$ cat src/rtl/case_stream_pkg.sv
// ---------------------------------------------------------------------------
// case_stream_pkg
// Shared definitions for the case_stream_buffer slice: the ASCII constants
// used by the toUpper converter and the layout of one FIFO entry.
// No ports (package only).
// ---------------------------------------------------------------------------
package case_stream_pkg;

    localparam logic [7:0] ASCII_LOWER_A = 8'd97;
    localparam logic [7:0] ASCII_LOWER_Z = 8'd122;
    localparam logic [7:0] CASE_OFFSET   = 8'd32;

    typedef struct packed {
        logic       last;
        logic [7:0] data;
    } char_entry_t;

endpackage

$ cat src/rtl/case_stream_buffer_to_upper.sv
// ---------------------------------------------------------------------------
// toUpper
// Purely combinational ASCII lower-to-upper case converter.
// Ports:
//   i_char  input  [7:0]  raw character
//   o_char  output [7:0]  'a'..'z' mapped to 'A'..'Z', all other codes
//                         (including 128..255) passed through unchanged
// ---------------------------------------------------------------------------
module toUpper
    import case_stream_pkg::*;
(
    input  logic [7:0] i_char,
    output logic [7:0] o_char
);

    logic w_isLower;

    // Only the 26 lower-case letters are shifted down by the case offset.
    always_comb begin
        w_isLower = (i_char >= ASCII_LOWER_A) && (i_char <= ASCII_LOWER_Z);
        o_char    = w_isLower ? (i_char - CASE_OFFSET) : i_char;
    end

endmodule

$ cat src/rtl/case_stream_buffer.sv
// ---------------------------------------------------------------------------
// case_stream_buffer
// Streaming front-end for the toUpper converter: characters arriving over a
// valid/ready handshake are upper-cased on the way in, buffered in a small
// FIFO and presented downstream over a second valid/ready handshake.
//
// Ports:
//   clk        input   single clock, rising edge
//   rst        input   synchronous active-high reset
//   in_valid   input   producer has a character
//   in_ready   output  buffer can accept (!full, from registered level)
//   in_data    input   [7:0] raw character
//   in_last    input   marks final character of a line/packet
//   out_valid  output  head entry available (!empty)
//   out_ready  input   consumer accepts head entry
//   out_data   output  [7:0] upper-cased character (0 when empty)
//   out_last   output  last flag carried with the character (0 when empty)
//   level      output  [$clog2(DEPTH):0] occupancy 0..DEPTH
//
// Optional macro CASE_STREAM_STATS_EN adds saturating 16-bit counters:
//   chars_total, chars_converted, lines_total.
// ---------------------------------------------------------------------------
module case_stream_buffer
    import case_stream_pkg::*;
#(
    parameter int DEPTH  = 8,
    parameter int DATA_W = 8
) (
    input  logic                     clk,
    input  logic                     rst,
    input  logic                     in_valid,
    output logic                     in_ready,
    input  logic [DATA_W-1:0]        in_data,
    input  logic                     in_last,
    output logic                     out_valid,
    input  logic                     out_ready,
    output logic [DATA_W-1:0]        out_data,
    output logic                     out_last,
    output logic [$clog2(DEPTH):0]   level
`ifdef CASE_STREAM_STATS_EN
    ,
    output logic [15:0]              chars_total,
    output logic [15:0]              chars_converted,
    output logic [15:0]              lines_total
`endif
);

    localparam int PTR_W = $clog2(DEPTH);
    localparam int LVL_W = PTR_W + 1;
    localparam logic [LVL_W-1:0] FULL_LEVEL = LVL_W'(DEPTH);

    char_entry_t        r_mem [DEPTH];
    logic [PTR_W-1:0]   r_wrPtr;
    logic [PTR_W-1:0]   r_rdPtr;
    logic [LVL_W-1:0]   r_level;

    logic [7:0]         w_upper;
    logic               w_push;
    logic               w_pop;
    char_entry_t        w_head;

    toUpper u_toUpper (
        .i_char (in_data),
        .o_char (w_upper)
    );

    // Handshake qualifiers. Readiness comes only from the registered level,
    // so a pop in the same cycle never opens a slot for a push while full.
    always_comb begin
        in_ready  = (r_level != FULL_LEVEL);
        out_valid = (r_level != '0);
        w_push    = in_valid && in_ready;
        w_pop     = out_valid && out_ready;
    end

    // Combinational head read; outputs are forced to zero when empty so the
    // consumer never sees stale RAM contents.
    always_comb begin
        w_head   = r_mem[r_rdPtr];
        out_data = out_valid ? w_head.data : '0;
        out_last = out_valid ? w_head.last : 1'b0;
        level    = r_level;
    end

    // Storage write. The RAM itself is never cleared; a reset only has to
    // move the pointers, and a push coinciding with reset is dropped.
    always_ff @(posedge clk) begin
        if (!rst && w_push) begin
            r_mem[r_wrPtr] <= '{last: in_last, data: w_upper};
        end
    end

    // Pointer and occupancy bookkeeping. Pointers wrap by plain overflow
    // because DEPTH is a power of two.
    always_ff @(posedge clk) begin
        if (rst) begin
            r_wrPtr <= '0;
            r_rdPtr <= '0;
            r_level <= '0;
        end else begin
            if (w_push) begin
                r_wrPtr <= r_wrPtr + PTR_W'(1);
            end
            if (w_pop) begin
                r_rdPtr <= r_rdPtr + PTR_W'(1);
            end
            if (w_push && !w_pop) begin
                r_level <= r_level + LVL_W'(1);
            end else if (w_pop && !w_push) begin
                r_level <= r_level - LVL_W'(1);
            end
        end
    end

`ifdef CASE_STREAM_STATS_EN
    logic [15:0] r_charsTotal;
    logic [15:0] r_charsConverted;
    logic [15:0] r_linesTotal;
    logic        w_converted;

    always_comb begin
        w_converted = (w_upper != in_data);
    end

    // Traffic statistics; each counter sticks at all-ones instead of wrapping.
    always_ff @(posedge clk) begin
        if (rst) begin
            r_charsTotal     <= '0;
            r_charsConverted <= '0;
            r_linesTotal     <= '0;
        end else if (w_push) begin
            if (r_charsTotal != 16'hFFFF) begin
                r_charsTotal <= r_charsTotal + 16'd1;
            end
            if (w_converted && r_charsConverted != 16'hFFFF) begin
                r_charsConverted <= r_charsConverted + 16'd1;
            end
            if (in_last && r_linesTotal != 16'hFFFF) begin
                r_linesTotal <= r_linesTotal + 16'd1;
            end
        end
    end

    always_comb begin
        chars_total     = r_charsTotal;
        chars_converted = r_charsConverted;
        lines_total     = r_linesTotal;
    end
`endif

endmodule

$ cat config.mk
export PLATFORM = sky130hd
export DESIGN_NAME = case_stream_buffer
export DESIGN_NICKNAME = d
export VERILOG_FILES = /design/src/rtl/case_stream_pkg.sv /design/src/rtl/case_stream_buffer_to_upper.sv /design/src/rtl/case_stream_buffer.sv
export SDC_FILE = /design/constraint.sdc
export NUM_CORES = 1
export LEC_CHECK = 0
export BUFFER_PORTS_ARGS = -buffer_cell sky130_fd_sc_hd__buf_2
export CAP_MARGIN = 25
export CORE_ASPECT_RATIO = 1.5
export CORE_MARGIN = 1
export CORE_UTILIZATION = 55
export CTS_CLUSTER_SIZE = 30
export DETAILED_ROUTE_END_ITERATION = 16
export PLACE_DENSITY_LB_ADDON = 0.12
export SLEW_MARGIN = 20
export SYNTH_ARGS = -nofsm -noshare
export SYNTH_HDL_FRONTEND = slang
export SYNTH_SLANG_ARGS = --single-unit
$ cat constraint.sdc
create_clock -name clk -period 5.6 [get_ports clk]
set_input_delay 1.12 -clock clk [delete_from_list [all_inputs] [get_ports clk]]
set_output_delay 1.12 -clock clk [all_outputs]
set_load 0.02 [all_outputs]
=== Yosys cells after proc, flatten, opt, wreduce, memory -nomap -nowiden ===
Memory sizes are Yosys's and may differ from the RTL's. A register that Yosys moved wholly into a read port is not among the register bits.
Cells that the tools add are included.

* Add/sub/neg operators: 5
* Magnitude comparators: 2
* Equal/unequal tests: 1
* Muxes and demuxes: 9
* Reductions and logical operators: 11

{| class="wikitable"
|+ Operators with widths
! kind !! number
|-
| 8-bit 2-to-1 mux || 2
|-
| 8-bit by 7-bit >= comparator with 1-bit output (second input constant) || 1
|-
| 8-bit by 7-bit less-or-equal comparator with 1-bit output (second input constant) || 1
|-
| 4-bit 2-to-1 mux || 2
|-
| 8-bit by 6-bit subtractor with 8-bit output (second input constant) || 1
|-
| 3-bit by 1-bit adder with 3-bit output (second input constant) || 2
|-
| 1-bit logical AND || 6
|-
| 3-bit 2-to-1 mux || 2
|-
| 4-bit by 1-bit adder with 4-bit output (second input constant) || 1
|-
| 4-bit inequality test (second input constant) || 1
|-
| 4-bit nonzero test || 1
|-
| 4-bit by 1-bit subtractor with 4-bit output (second input constant) || 1
|-
| 1-bit logical NOT || 3
|-
| 1-bit 2-to-1 mux || 3
|-
| 2-bit nonzero test || 1
|}

* Register bits: 10
* RAM bits: 72
* Bits of input ports: 13
* Output and inout bits: 15
* Word-level logic and storage cells: 32
* Memories kept: 1

{| class="wikitable"
|+ Memory list
! name !! words !! bits a word !! rd ports !! clocked after memory_dff !! write ports !! RTL line !! text
|-
| r_mem || 8 || 9 || 1 || 1 || 1 || case_stream_buffer.sv:52 || <nowiki>char_entry_t r_mem [DEPTH];</nowiki>
|}

=== Depth between registers and ports, before layout ===
* Depth in word-level cells: 6
* Gate-level depth with buffers: 11
* Gate-level depth less buffers: 10

=== Hierarchy ===
From an unflattened synthesis, not the netlist that was laid out.

* Cell total of the unflattened synthesis: 206
* Area, all modules: 3602.2 µm²

{| class="wikitable"
|+ Modules (own cells, without submodules)
! module !! instances !! cells each !! area an instance (µm²) !! seq. area each (µm²)
|-
| case_stream_buffer || 1 || 189 || 3474.6 || 2422.3
|-
| toUpper || 1 || 17 || 127.6 || 0.0
|}

=== Worst setup path after synthesis ===
Ideal clock, no wire load.

* Path type: register to register
* From: register r_level[0] (netlist: level[0])
* To: register r_level[3] (netlist: level[3])
* Library setup time: 0.123 ns
* Data arrival time: 2.591 ns
* Required time: 5.477 ns
* Path slack: 2.886 ns
* Stages on the path, launching flop included: 12
* Path buffers: 1
* Period minus slack after synthesis: 2.714 ns
* Path through: dfxtp_1 or4b_1 buf_6 nand2_8 inv_2 ha_1 inv_1 ha_1 a21oi_1 a211oi_1 a31oi_1 mux2_1

* Longest elaborated chain between the ends: 5
* Elaborated cells between the ends (all ways): 13
* Those cells by class: add/sub: 2; eq/ne: 1; mux: 2; reduce/logical: 8

{| class="wikitable"
|+ RTL lines
! element !! RTL line !! text
|-
| start: declaration || case_stream_buffer.sv:55 || <nowiki>logic [LVL_W-1:0] r_level;</nowiki>
|-
| start signal: assignment || case_stream_buffer.sv:108 || <nowiki>r_level <= r_level + LVL_W'(1);</nowiki>
|-
| start signal: assignment || case_stream_buffer.sv:110 || <nowiki>r_level <= r_level - LVL_W'(1);</nowiki>
|-
| 4-bit inequality test * || case_stream_buffer.sv:70 || <nowiki>in_ready = (r_level != FULL_LEVEL);</nowiki>
|-
| named net in_ready || case_stream_buffer.sv:32 || <nowiki>output logic in_ready,</nowiki>
|-
| 1-bit logical AND * || case_stream_buffer.sv:72 || <nowiki>w_push = in_valid && in_ready;</nowiki>
|-
| named net w_push || case_stream_buffer.sv:58 || <nowiki>logic w_push;</nowiki>
|-
| 1-bit logical NOT || case_stream_buffer.sv:109 || <nowiki>end else if (w_pop && !w_push) begin</nowiki>
|-
| 1-bit logical AND || case_stream_buffer.sv:109 ||
|-
| 2-bit nonzero test (no source line) || n/a ||
|}

The timed path passes the listed nets; every way through them passes the cells marked *. The select of a mux whose other input is x is not followed.
A chain may end at the register's enable or synchronous reset.

==> flow_summary.json <==
{
  "outcome": "completed",
  "cp-start-kind": "flop",
  "slew_viol_final": 0,
  "cts_buffer_depth": 2,
  "min_period_over_period_pct": 58.5,
  "skew_ns": 0.0128,
  "final_hold_viol_count": 0,
  "start_util_pct": 56.9,
  "num-fill-cells": 461,
  "synth_area_leaders": "edfxtp_1 61%, mux4_2 12%, dfxtp_1 7.4%",
  "num_antenna_cells": 0,
  "die_area_um2": 6720,
  "hp-start": "r_rdPtr[1]",
  "dr.pass1.iters": 4,
  "cp_data_required_time_ns": 4.48,
  "met1_usage_pct": 24.5,
  "synth_top_area_share_pct": 61.5,
  "grt_pass1_wl_um": 9980,
  "io_buffers": 27,
  "cp.arrival_ns": 2.16,
  "drcViolationCount": 0,
  "htreeDepth": 3,
  "synth_top_cell_by_area": "edfxtp_1",
  "fin_area_um2": 3990,
  "pwr_density_cell_nw_per_um2": 472,
  "top_usage_layer": "met2",
  "routed_wl_um": 6410,
  "peakVddDrop_uv": 375,
  "ioPinCount": 28,
  "min_period_ns": 3.28,
  "grt_max_degree": 19,
  "grt_pass1_vias": 1975,
  "syn_avg_cell_area_um2": 17.6,
  "post-cts-setup-buffers": 0,
  "cts_tree": "done",
  "synth-seq-cells": 85,
  "clkSinkCount": 85,
  "setup_tns_ns": 0,
  "hold_depth": 2,
  "max_freq_mhz": 305,
  "r2r_slack_ns": 2.66,
  "die_w_um": 67.3,
  "timing.rr.start": "level[0]",
  "coreArea_um2": 6170,
  "dpl.hpwl_um": 4310,
  "globalplace.congestion": 0.737,
  "drive_gt1_share_pct": 33.3,
  "clk_latency_ns": 0.36,
  "vias": 1835,
  "post_drt_wl_per_cell_um": 20.4,
  "async_flop_share_pct": 0,
  "antenna_left": 0,
  "met2_usage_pct": 38.2,
  "synth_fp_nets": 220,
  "nets": 255,
  "path_class": "reg -> out",
  "drtIter0Drc": 137,
  "post_dp_cell_area_um2": 3750,
  "yosys_warnings": 0,
  "die_height_um": 99.9,
  "area_growth_pct": 13.4,
  "setup_viol": 0,
  "cts_resized": 0,
  "cts-hold-fix-buffers": 0,
  "synth-seq-area-share_pct": 68.9,
  "grt_use_met3_pct": 5.68,
  "rsz0062_at_grt": "false",
  "tritoncts.num_buffers": 9,
  "endpoint_kind": "output pin",
  "rows": 35,
  "via_per_inst": 5.84,
  "path_max_fanout": 15,
  "grtUsageTotal_pct": 22.1,
  "netlist_instances": 200,
  "cts-root-buf": "clkbuf_8",
  "grt_overflow_total": 0,
  "r2r.worst_path.cells": 10,
  "slew_headroom_pct": 33.1,
  "reg2reg_to": "level[3]",
  "max_cap_viol_count": 0,
  "timing.hold.worst.class": "reg -> reg",
  "synth.distinct_cells": 40,
  "antenna_found_initial": 0,
  "syn_area_um2": 3520,
  "utilization_pct": 64.6,
  "synth_edf_count": 72,
  "synthFlopType": "edfxtp_1",
  "worst_pin_slew_ns": 1.00,
  "power_mw": 1.88,
  "p_leak_nw": 1.37,
  "clk_pin_slew_worst_paths_ns": 0.08
}
## worst max-delay path by stage
stage	start	endpoint	slack, ns	cells after the start
2_1_floorplan	level[0]	level[3]	2.89	11
3_3_place_gp	flop	out_last	2.69	5
3_5_place_dp	in_valid	level[3]	2.59	10
4_1_cts	flop	out_last	2.25	5
5_1_grt	flop	out_data[7]	2.10	5
6_report	flop	out_last	2.32	5
## cell type report
class,count,area (um2),share of cell area (%)
repair buffers,32,173,4.33
clock inverters,4,51.3,1.29
well taps,74,92.6,2.32
multi-input cells,101,1050,26.3
clock buffers,12,178,4.46
inverters,6,22.5,0.565
flip-flops and latches,85,2420,60.8
## critical path, cell delays in order, from the launching register on
cell and delay, ns:
dfxtp_1 0.46, buf_4 0.36, mux4_2 0.55, mux2i_1 0.16, nor2_1 0.07, buf_2 0.19
## routing by layer
layer  share of wire (%)  wire length (um)
met3                 4.4               280
met4                 2.2               143
met5                   0                 0
met2                  55              3550
met1                  38              2440
## flip-flops by register name, indices dropped and copies added, names as in the netlist, named ones only
register / cells
r_wrPtr: 3
level: 4
r_mem: 72
r_rdPtr: 3
## synthesized netlist by cell type, types with 2 or more instances
| master | number |
|---|---|
| nand2_1 | 3 |
| ha_1 | 6 |
| buf_6 | 2 |
| xor2_2 | 2 |
| edfxtp_1 | 72 |
| nor2_1 | 26 |
| mux2i_1 | 10 |
| inv_1 | 4 |
| nand3_1 | 5 |
| xor2_1 | 3 |
| a31oi_1 | 3 |
| dfxtp_1 | 13 |
| inv_2 | 2 |
| clkbuf_1 | 2 |
| a21oi_1 | 3 |
| nor3_1 | 3 |
| mux4_2 | 18 |
## per-stage QoR
step	setup slack (ns)	hold slack [ns]	std cells
6_report	2.32	0.496	314
5_1_grt	2.10	0.530	314
4_1_cts	2.25	0.504	313
3_5_place_dp	2.59	0.492	297
3_3_place_gp	2.69	0.483	296
2_1_floorplan	2.89	0.454	200
## layout by cell type, fill, tap and decap left out, types with 5 or more instances in the layout
cell type / count
mux4_2: 18
nand3_1: 5
clkbuf_8: 9
mux2i_1: 10
edfxtp_1: 72
dfxtp_1: 13
ha_1: 6
buf_4: 5
buf_2: 27
nor2_1: 26
## cells by family (layout without fill, tap and decap cells)
kind of cell    after synthesis  count (layout)  synth area share, %
flops                        85              85                 68.9
simple gates                 48              48                 7.51
mux                          29              29                 14.7
buf+inv                      14              54                 2.10
compound gates               11              11                 2.17
fa+ha+maj                     7               7                 2.70
xor+xnor                      6               6                 1.92
## where the power goes
part	switching, mW	internal, mW	leakage [nW]
Clock	0.214	0.261	0.113
Sequential	0.0660	0.733	0.757
Combinational	0.348	0.259	0.499
No activity file was read; power rests on OpenSTA's default activity.
